[config.mk]
export PLATFORM = sky130hd
export DESIGN_NAME = change_dispenser
export DESIGN_NICKNAME = d
export VERILOG_FILES = /design/src/rtl/vmc_coin_pkg.sv /design/src/rtl/coin_select.sv /design/src/rtl/change_dispenser.sv
export SDC_FILE = /design/constraint.sdc
export NUM_CORES = 1
export LEC_CHECK = 0
export CAP_MARGIN = 15
export CORE_ASPECT_RATIO = 1.25
export CORE_UTILIZATION = 55
export CTS_CLUSTER_SIZE = 16
export DETAILED_ROUTE_END_ITERATION = 6
export HOLD_SLACK_MARGIN = 0.15
export PLACE_DENSITY = 0.8
export SYNTH_ARGS = -nofsm -noshare
export SYNTH_HDL_FRONTEND = slang
export SYNTH_SLANG_ARGS = --single-unit
[constraint.sdc]
create_clock -name clk -period 3.82 [get_ports clk]
set_input_delay 0.573 -clock clk [delete_from_list [all_inputs] [get_ports clk]]
set_output_delay 0.573 -clock clk [all_outputs]
set_load 0.05 [all_outputs]
[src/rtl/vmc_coin_pkg.sv]
// rtl/vmc_coin_pkg.sv - coin values, FSM states and coin-select codes for the change dispenser
package vmc_coin_pkg;

  localparam int unsigned NICKEL_CENTS  = 5;
  localparam int unsigned DIME_CENTS    = 10;
  localparam int unsigned QUARTER_CENTS = 25;

  typedef enum logic [2:0] {
    ST_IDLE,
    ST_CHECK,
    ST_PULSE,
    ST_GAP,
    ST_DONE
  } state_t;

  typedef enum logic [1:0] {
    COIN_NONE,
    COIN_NICKEL,
    COIN_DIME,
    COIN_QUARTER
  } coin_t;

  function automatic int unsigned coin_cents(coin_t c);
    case (c)
      COIN_NICKEL:  return NICKEL_CENTS;
      COIN_DIME:    return DIME_CENTS;
      COIN_QUARTER: return QUARTER_CENTS;
      default:      return 0;
    endcase
  endfunction

endpackage

[src/rtl/coin_select.sv]
// rtl/coin_select.sv - largest-coin-first selection with fallback on empty hoppers
module coin_select
  import vmc_coin_pkg::*;
#(
  parameter int AMT_W = 8
) (
  input  logic [AMT_W-1:0] rem,
  input  logic             q_empty,
  input  logic             d_empty,
  input  logic             n_empty,
  output coin_t            coin,
  output logic             bad_amount,
  output logic             short_pay
);

  always_comb begin
    coin       = COIN_NONE;
    bad_amount = 1'b0;
    short_pay  = 1'b0;
    if ((rem % AMT_W'(NICKEL_CENTS)) != '0) begin
      bad_amount = 1'b1;
    end else if (rem == '0) begin
      coin = COIN_NONE;
    end else if (rem >= AMT_W'(QUARTER_CENTS) && !q_empty) begin
      coin = COIN_QUARTER;
    end else if (rem >= AMT_W'(DIME_CENTS) && !d_empty) begin
      coin = COIN_DIME;
    end else if (rem >= AMT_W'(NICKEL_CENTS) && !n_empty) begin
      coin = COIN_NICKEL;
    end else begin
      // money still owed but no usable hopper: report a short payout
      short_pay = 1'b1;
    end
  end

endmodule

[src/rtl/change_dispenser.sv]
// rtl/change_dispenser.sv - timed coin-eject sequencer returning change to the customer
module change_dispenser
  import vmc_coin_pkg::*;
#(
  parameter int AMT_W        = 8,
  parameter int PULSE_CYCLES = 4,
  parameter int GAP_CYCLES   = 4
) (
  input  logic             clk,
  input  logic             reset,
  input  logic             i_start,
  input  logic [AMT_W-1:0] i_change_cents,
  input  logic             i_q_empty,
  input  logic             i_d_empty,
  input  logic             i_n_empty,
  output logic             o_busy,
  output logic             o_done,
  output logic             o_err,
  output logic             o_quarter_out,
  output logic             o_dime_out,
  output logic             o_nickel_out,
  output logic [AMT_W-1:0] o_remaining,
  output logic [3:0]       o_coin_count
);

  localparam int TMR_MAX = (PULSE_CYCLES > GAP_CYCLES) ? PULSE_CYCLES : GAP_CYCLES;
  localparam int TMR_W   = (TMR_MAX > 1) ? $clog2(TMR_MAX) : 1;

  state_t           state;
  coin_t            coin_q;
  logic [TMR_W-1:0] timer;
  coin_t            sel_coin;
  logic             sel_bad;
  logic             sel_short;

  coin_select #(.AMT_W(AMT_W)) u_coin_select (
    .rem        (o_remaining),
    .q_empty    (i_q_empty),
    .d_empty    (i_d_empty),
    .n_empty    (i_n_empty),
    .coin       (sel_coin),
    .bad_amount (sel_bad),
    .short_pay  (sel_short)
  );

  always_ff @(posedge clk or negedge reset) begin
    if (!reset) begin
      state         <= ST_IDLE;
      coin_q        <= COIN_NONE;
      timer         <= '0;
      o_busy        <= 1'b0;
      o_done        <= 1'b0;
      o_err         <= 1'b0;
      o_quarter_out <= 1'b0;
      o_dime_out    <= 1'b0;
      o_nickel_out  <= 1'b0;
      o_remaining   <= '0;
      o_coin_count  <= '0;
    end else begin
      o_done <= 1'b0;
      case (state)
        ST_IDLE: begin
          if (i_start) begin
            o_remaining  <= i_change_cents;
            o_err        <= 1'b0;
            o_coin_count <= '0;
            o_busy       <= 1'b1;
            state        <= ST_CHECK;
          end
        end
        ST_CHECK: begin
          if (sel_coin != COIN_NONE) begin
            coin_q        <= sel_coin;
            o_quarter_out <= (sel_coin == COIN_QUARTER);
            o_dime_out    <= (sel_coin == COIN_DIME);
            o_nickel_out  <= (sel_coin == COIN_NICKEL);
            timer         <= TMR_W'(PULSE_CYCLES - 1);
            state         <= ST_PULSE;
          end else begin
            o_err  <= sel_bad | sel_short;
            o_done <= 1'b1;
            state  <= ST_DONE;
          end
        end
        ST_PULSE: begin
          if (timer == '0) begin
            o_quarter_out <= 1'b0;
            o_dime_out    <= 1'b0;
            o_nickel_out  <= 1'b0;
            // selection guarantees rem >= coin value, so no underflow here
            o_remaining   <= o_remaining - AMT_W'(coin_cents(coin_q));
            if (o_coin_count != 4'hF) o_coin_count <= o_coin_count + 4'd1;
            timer         <= TMR_W'(GAP_CYCLES - 1);
            state         <= ST_GAP;
          end else begin
            timer <= timer - 1'b1;
          end
        end
        ST_GAP: begin
          if (timer == '0) state <= ST_CHECK;
          else timer <= timer - 1'b1;
        end
        ST_DONE: begin
          o_busy <= 1'b0;
          state  <= ST_IDLE;
        end
        default: state <= ST_IDLE;
      endcase
    end
  end

endmodule
==> out/results.md <==
- **kind of cell adding the most delay to the critical path** compound AO/OA/AOI/OAI gates
- **Slew @ Worst Pin** 0.670 ns
- **start-to-end type of the worst setup path** reg -> reg
- **number of antenna violations at the first check in global routing** 0
- **Min-Delay Endpoint** o_err
- **full die area** 0.00438 mm^2
- **# diodes** 0
- **Max Fanout on Critical Path** 21
- **number of nets in the finished design** 327
- **area post-placement** 0.00257 mm^2
- **number of warnings reported in the yosys synthesis log** 0
- **first drt pass iteration count** 4
- **Cell Rows** 25
- **slowest stage cell on the critical path** sky130_fd_sc_hd__dfrtp_1
- **max-slew violation total from the final report** 0
- **Sw Share** 53.5%
- **power density cells** 1020 mW/mm^2
- **number of buffers inserted during clock tree synthesis** 3
- **WL final** 5.26 mm
- **H-Tree Depth** 1
- **pin count of the biggest net entering global routing** 26
- **number of buffers inserted to repair setup after CTS** 0
- **flip-flop and latch count after synthesis** 25
- **DRC violation count after routing** 0
- **Worst Setup Start Kind** flop
- **Critical Path End Type** flop
- **number of placed instances, taps included** 352
- **number of library cell types mapped by synthesis** 64
- **wire length of the first global-routing pass** 8.42 mm
- **leakage power of the design** 1.06 nW
- **clock sink count** 25
- **proportion of power drawn by the clock network** 6.2%
- **total standard cell area after synthesis** 0.00226 mm^2
- **max incr delay on CP** 0.78 ns
- **area overhead of the layout relative to synthesis** 15.7%
- **Final ANT Viol Nets** 0
- **Cell Chain, Critical Path** and4bb_2 > a211oi_1 > nor2_1 > ha_1 > a21o_1 > a21oi_1 > o2111ai_2 > mux2i_1 > mux2i_2 > nor2_2 > o31a_1
- **Clock Pin Slew Worst Setup and Hold Paths** 0.09 ns
- **depth of the worst hold-timing path** 1
- **buffers and inverters on the worst path** 0
- **Hold Fails Final Rpt** 0
- **Mapped Cells** 280
- **r2r endpoint** timer[1]
- **maximum VDD drop** 0.000562 V
- **worst reg2reg path depth** 11
- **hpwl dp** 3.84 mm
- **min-delay src** o_err
- **run status** complete, no violations
- **Avg Inst Size Synth** 8.09 um^2
- **depth of the critical timing path with buffers and inverters included** 11
- **TritonCTS clock tree** done
- **final total power** 2.66 mW
- **clock root cell** sky130_fd_sc_hd__clkbuf_8
- **post-synthesis net count** 304
- **I/O pin cnt** 32
- **vias per std cell** 5.81
- **Die W** 59.4 um
- **effective utilization at floorplan** 58.9%
- **number of violations of the max-capacitance limit** 0
- **shortest clock period the worst path allows after layout** 3.49 ns
- **Port-buffer cells** 31
- **minimum hold slack** 0.497 ns
- **Req. time, crit path** 3.99 ns
- **final cell count without fillers** 356
- **setup TNS** 0 ns
- **Final Core Density** 68.1%
- **type of the worst min-delay path** reg -> reg
- **portion of total power attributed to combinational logic** 71.4%
- **number of synthesized flops with an enable pin** 0
- **Sw Pwr** 1.43 mW
- **Overall Global Routing Usage** 25.0%
- **post-synthesis sequential area ratio** 27.6%
- **endpoint arrival time on the critical path** 3.66 ns
- **portion of total power attributed to sequential cells** 22.4%
- **Final GP Congestion** 0.896
- **height of the chip** 73.7 um
- **vias in the first global route** 1886
- **vias** 2070
- **unrepaired setup endpoints after global routing** no
- **FF-to-FF Start** o_remaining[7]
- **post-route cell area** 0.00262 mm^2
- **Async SR Flop Fraction** 100%
- **clock network latency to the later pin of the worst-skew pair** 0.27 ns
- **starting DRC count in detailed routing** 136
- **cell internal pwr** 1.24 mW
- **most used flip-flop cell after synthesis** sky130_fd_sc_hd__dfrtp_1
- **setup ws final** 0.328 ns
- **final setup fails** 0
- **setup slack of the worst register-to-register path** 0.33 ns
- **max_slew headroom** 55.3%
- **average wire length per cell after detail routing** 14.8 um
- **worst slack at placement** 0.313 ns
- **Worst Skew** 0.00381 ns
- **total overflow reported by the global router** 0
- **Bufs on Longest Clock Path** 2
- **core area** 0.00385 mm^2
- **Tcrit/Tclk final** 91.4%
- **Max Clock Freq** 286 MHz
- **share of final-layout standard cells stronger than drive strength 1** 10.3%
==> timing repair <==
item                       4_1_cts  5_1_grt
gates resized for setup          0        1
setup endpoints to repair        0        3
hold buffers                     0        0
==> power by group through the flow <==
stage | clock (mW) | sequential, mW | combinational (mW)
finish | 0.164 | 0.597 | 1.90
global route | 0.172 | 0.623 | 2.07
CTS | 0.166 | 0.591 | 1.90
detailed placement | 0 | 0.597 | 1.88
global placement | 0 | 0.599 | 1.86
floorplan | 0 | 0.687 | 1.40
==> worst reg2reg max path: cells and delay by family, from the launching register on <==
family	cells	cell delay, ns
AOI/OAI and AO/OA	5	1.06
and+or+nand+nor	3	0.56
muxes	2	0.78
adders and majority gates	1	0.22
DFF	1	0.78
==> cell families (layout without fill, tap and decap cells) <==
group                    Yosys count  after routing  share of synthesized area [%]
AO/OA/AOI/OAI                     86             86                           25.0
XOR/XNOR                           9              9                           3.48
adder cells (fa/ha/maj)           10             10                           5.86
buffers and inverters             32             54                           7.29
flip-flops                        25             25                           27.6
multiplexers                       3              3                           1.55
AND/OR/NAND/NOR                  115            115                           29.2
==> state kept, by name (all words and copies together) (netlist names), 2 cells and up <==
register and count:
o_remaining 8, o_coin_count 4, coin_q 2, timer 2, state 3
==> worst max path at each step <==
stage	start	to	slack [ns]
after floorplan	o_remaining[2]	timer[1]	0.48
after global placement	o_remaining[3]	timer[1]	0.39
after detailed placement	o_remaining[3]	timer[1]	0.31
after CTS	o_remaining[3]	timer[1]	0.26
after global routing	o_remaining[2]	timer[1]	0.05
final	o_remaining[7]	timer[1]	0.33
==> layer usage <==
| layer | vias up | global-route usage, % | share of wire (%) |
|---|---|---|---|
| li1 | 1056 | - | - |
| met1 | 961 | 30.8 | 45 |
| met2 | 42 | 44.3 | 51 |
| met3 | 11 | 2.11 | 2.0 |
| met4 | 0 | 9.79 | 2.2 |
| met5 | - | 0 | 0 |
==> cell usage after synthesis, types with 6 or more instances <==
cell type	count	area [um^2]
sky130_fd_sc_hd__xnor2_1	6	52.6
sky130_fd_sc_hd__a21oi_1	28	140
sky130_fd_sc_hd__clkbuf_1	8	30.0
sky130_fd_sc_hd__dfrtp_1	25	626
sky130_fd_sc_hd__nand2_1	21	78.8
sky130_fd_sc_hd__buf_2	6	30.0
sky130_fd_sc_hd__nor2_1	20	75.1
sky130_fd_sc_hd__nor2b_1	9	56.3
sky130_fd_sc_hd__nand3_1	10	50.1
sky130_fd_sc_hd__nand2b_1	11	68.8
sky130_fd_sc_hd__o21ai_0	18	90.1
sky130_fd_sc_hd__inv_1	12	45.0
sky130_fd_sc_hd__ha_1	9	113
sky130_fd_sc_hd__nor3_1	7	35.0
==> area by class of cell <==
type	count	area (um^2)
Multi-Input combinational cell	223	1470
Fill cell	325	1230
Sequential cell	25	627
Timing Repair Buffer	38	363
Tap cell	54	67.6
Clock buffer	4	45.0
Inverter	12	45.0
==> layout by cell type (no fill, tap or decap), types with 2 or more instances in the layout <==
cell type and n:
sky130_fd_sc_hd__inv_1 12, sky130_fd_sc_hd__nand2b_1 11, sky130_fd_sc_hd__o22ai_1 3, sky130_fd_sc_hd__nor4bb_1 2, sky130_fd_sc_hd__xnor2_1 6, sky130_fd_sc_hd__a31oi_1 2, sky130_fd_sc_hd__o2111ai_1 2, sky130_fd_sc_hd__clkdlybuf4s50_1 31
sky130_fd_sc_hd__nor3b_1 5, sky130_fd_sc_hd__a21o_1 3, sky130_fd_sc_hd__buf_4 7, sky130_fd_sc_hd__a22oi_1 3, sky130_fd_sc_hd__o221ai_1 2, sky130_fd_sc_hd__nor3_1 7, sky130_fd_sc_hd__ha_1 9, sky130_fd_sc_hd__clkbuf_8 3
sky130_fd_sc_hd__or3_1 2, sky130_fd_sc_hd__nand2_1 21, sky130_fd_sc_hd__and3_1 4, sky130_fd_sc_hd__nor2b_1 9, sky130_fd_sc_hd__nand3_1 10, sky130_fd_sc_hd__dfrtp_1 24, sky130_fd_sc_hd__a21oi_1 28, sky130_fd_sc_hd__nor2_1 20
sky130_fd_sc_hd__a21oi_2 2, sky130_fd_sc_hd__nand4_1 3, sky130_fd_sc_hd__and2b_1 2, sky130_fd_sc_hd__o21a_1 3, sky130_fd_sc_hd__a211oi_2 2, sky130_fd_sc_hd__o21ai_0 18, sky130_fd_sc_hd__a211oi_1 3, sky130_fd_sc_hd__and4bb_2 2
sky130_fd_sc_hd__xor2_1 3, sky130_fd_sc_hd__and3b_1 3, sky130_fd_sc_hd__nor2_2 2, sky130_fd_sc_hd__nand4b_1 2, sky130_fd_sc_hd__o211ai_1 3
Note: power is estimated with default switching activity, not from simulation.
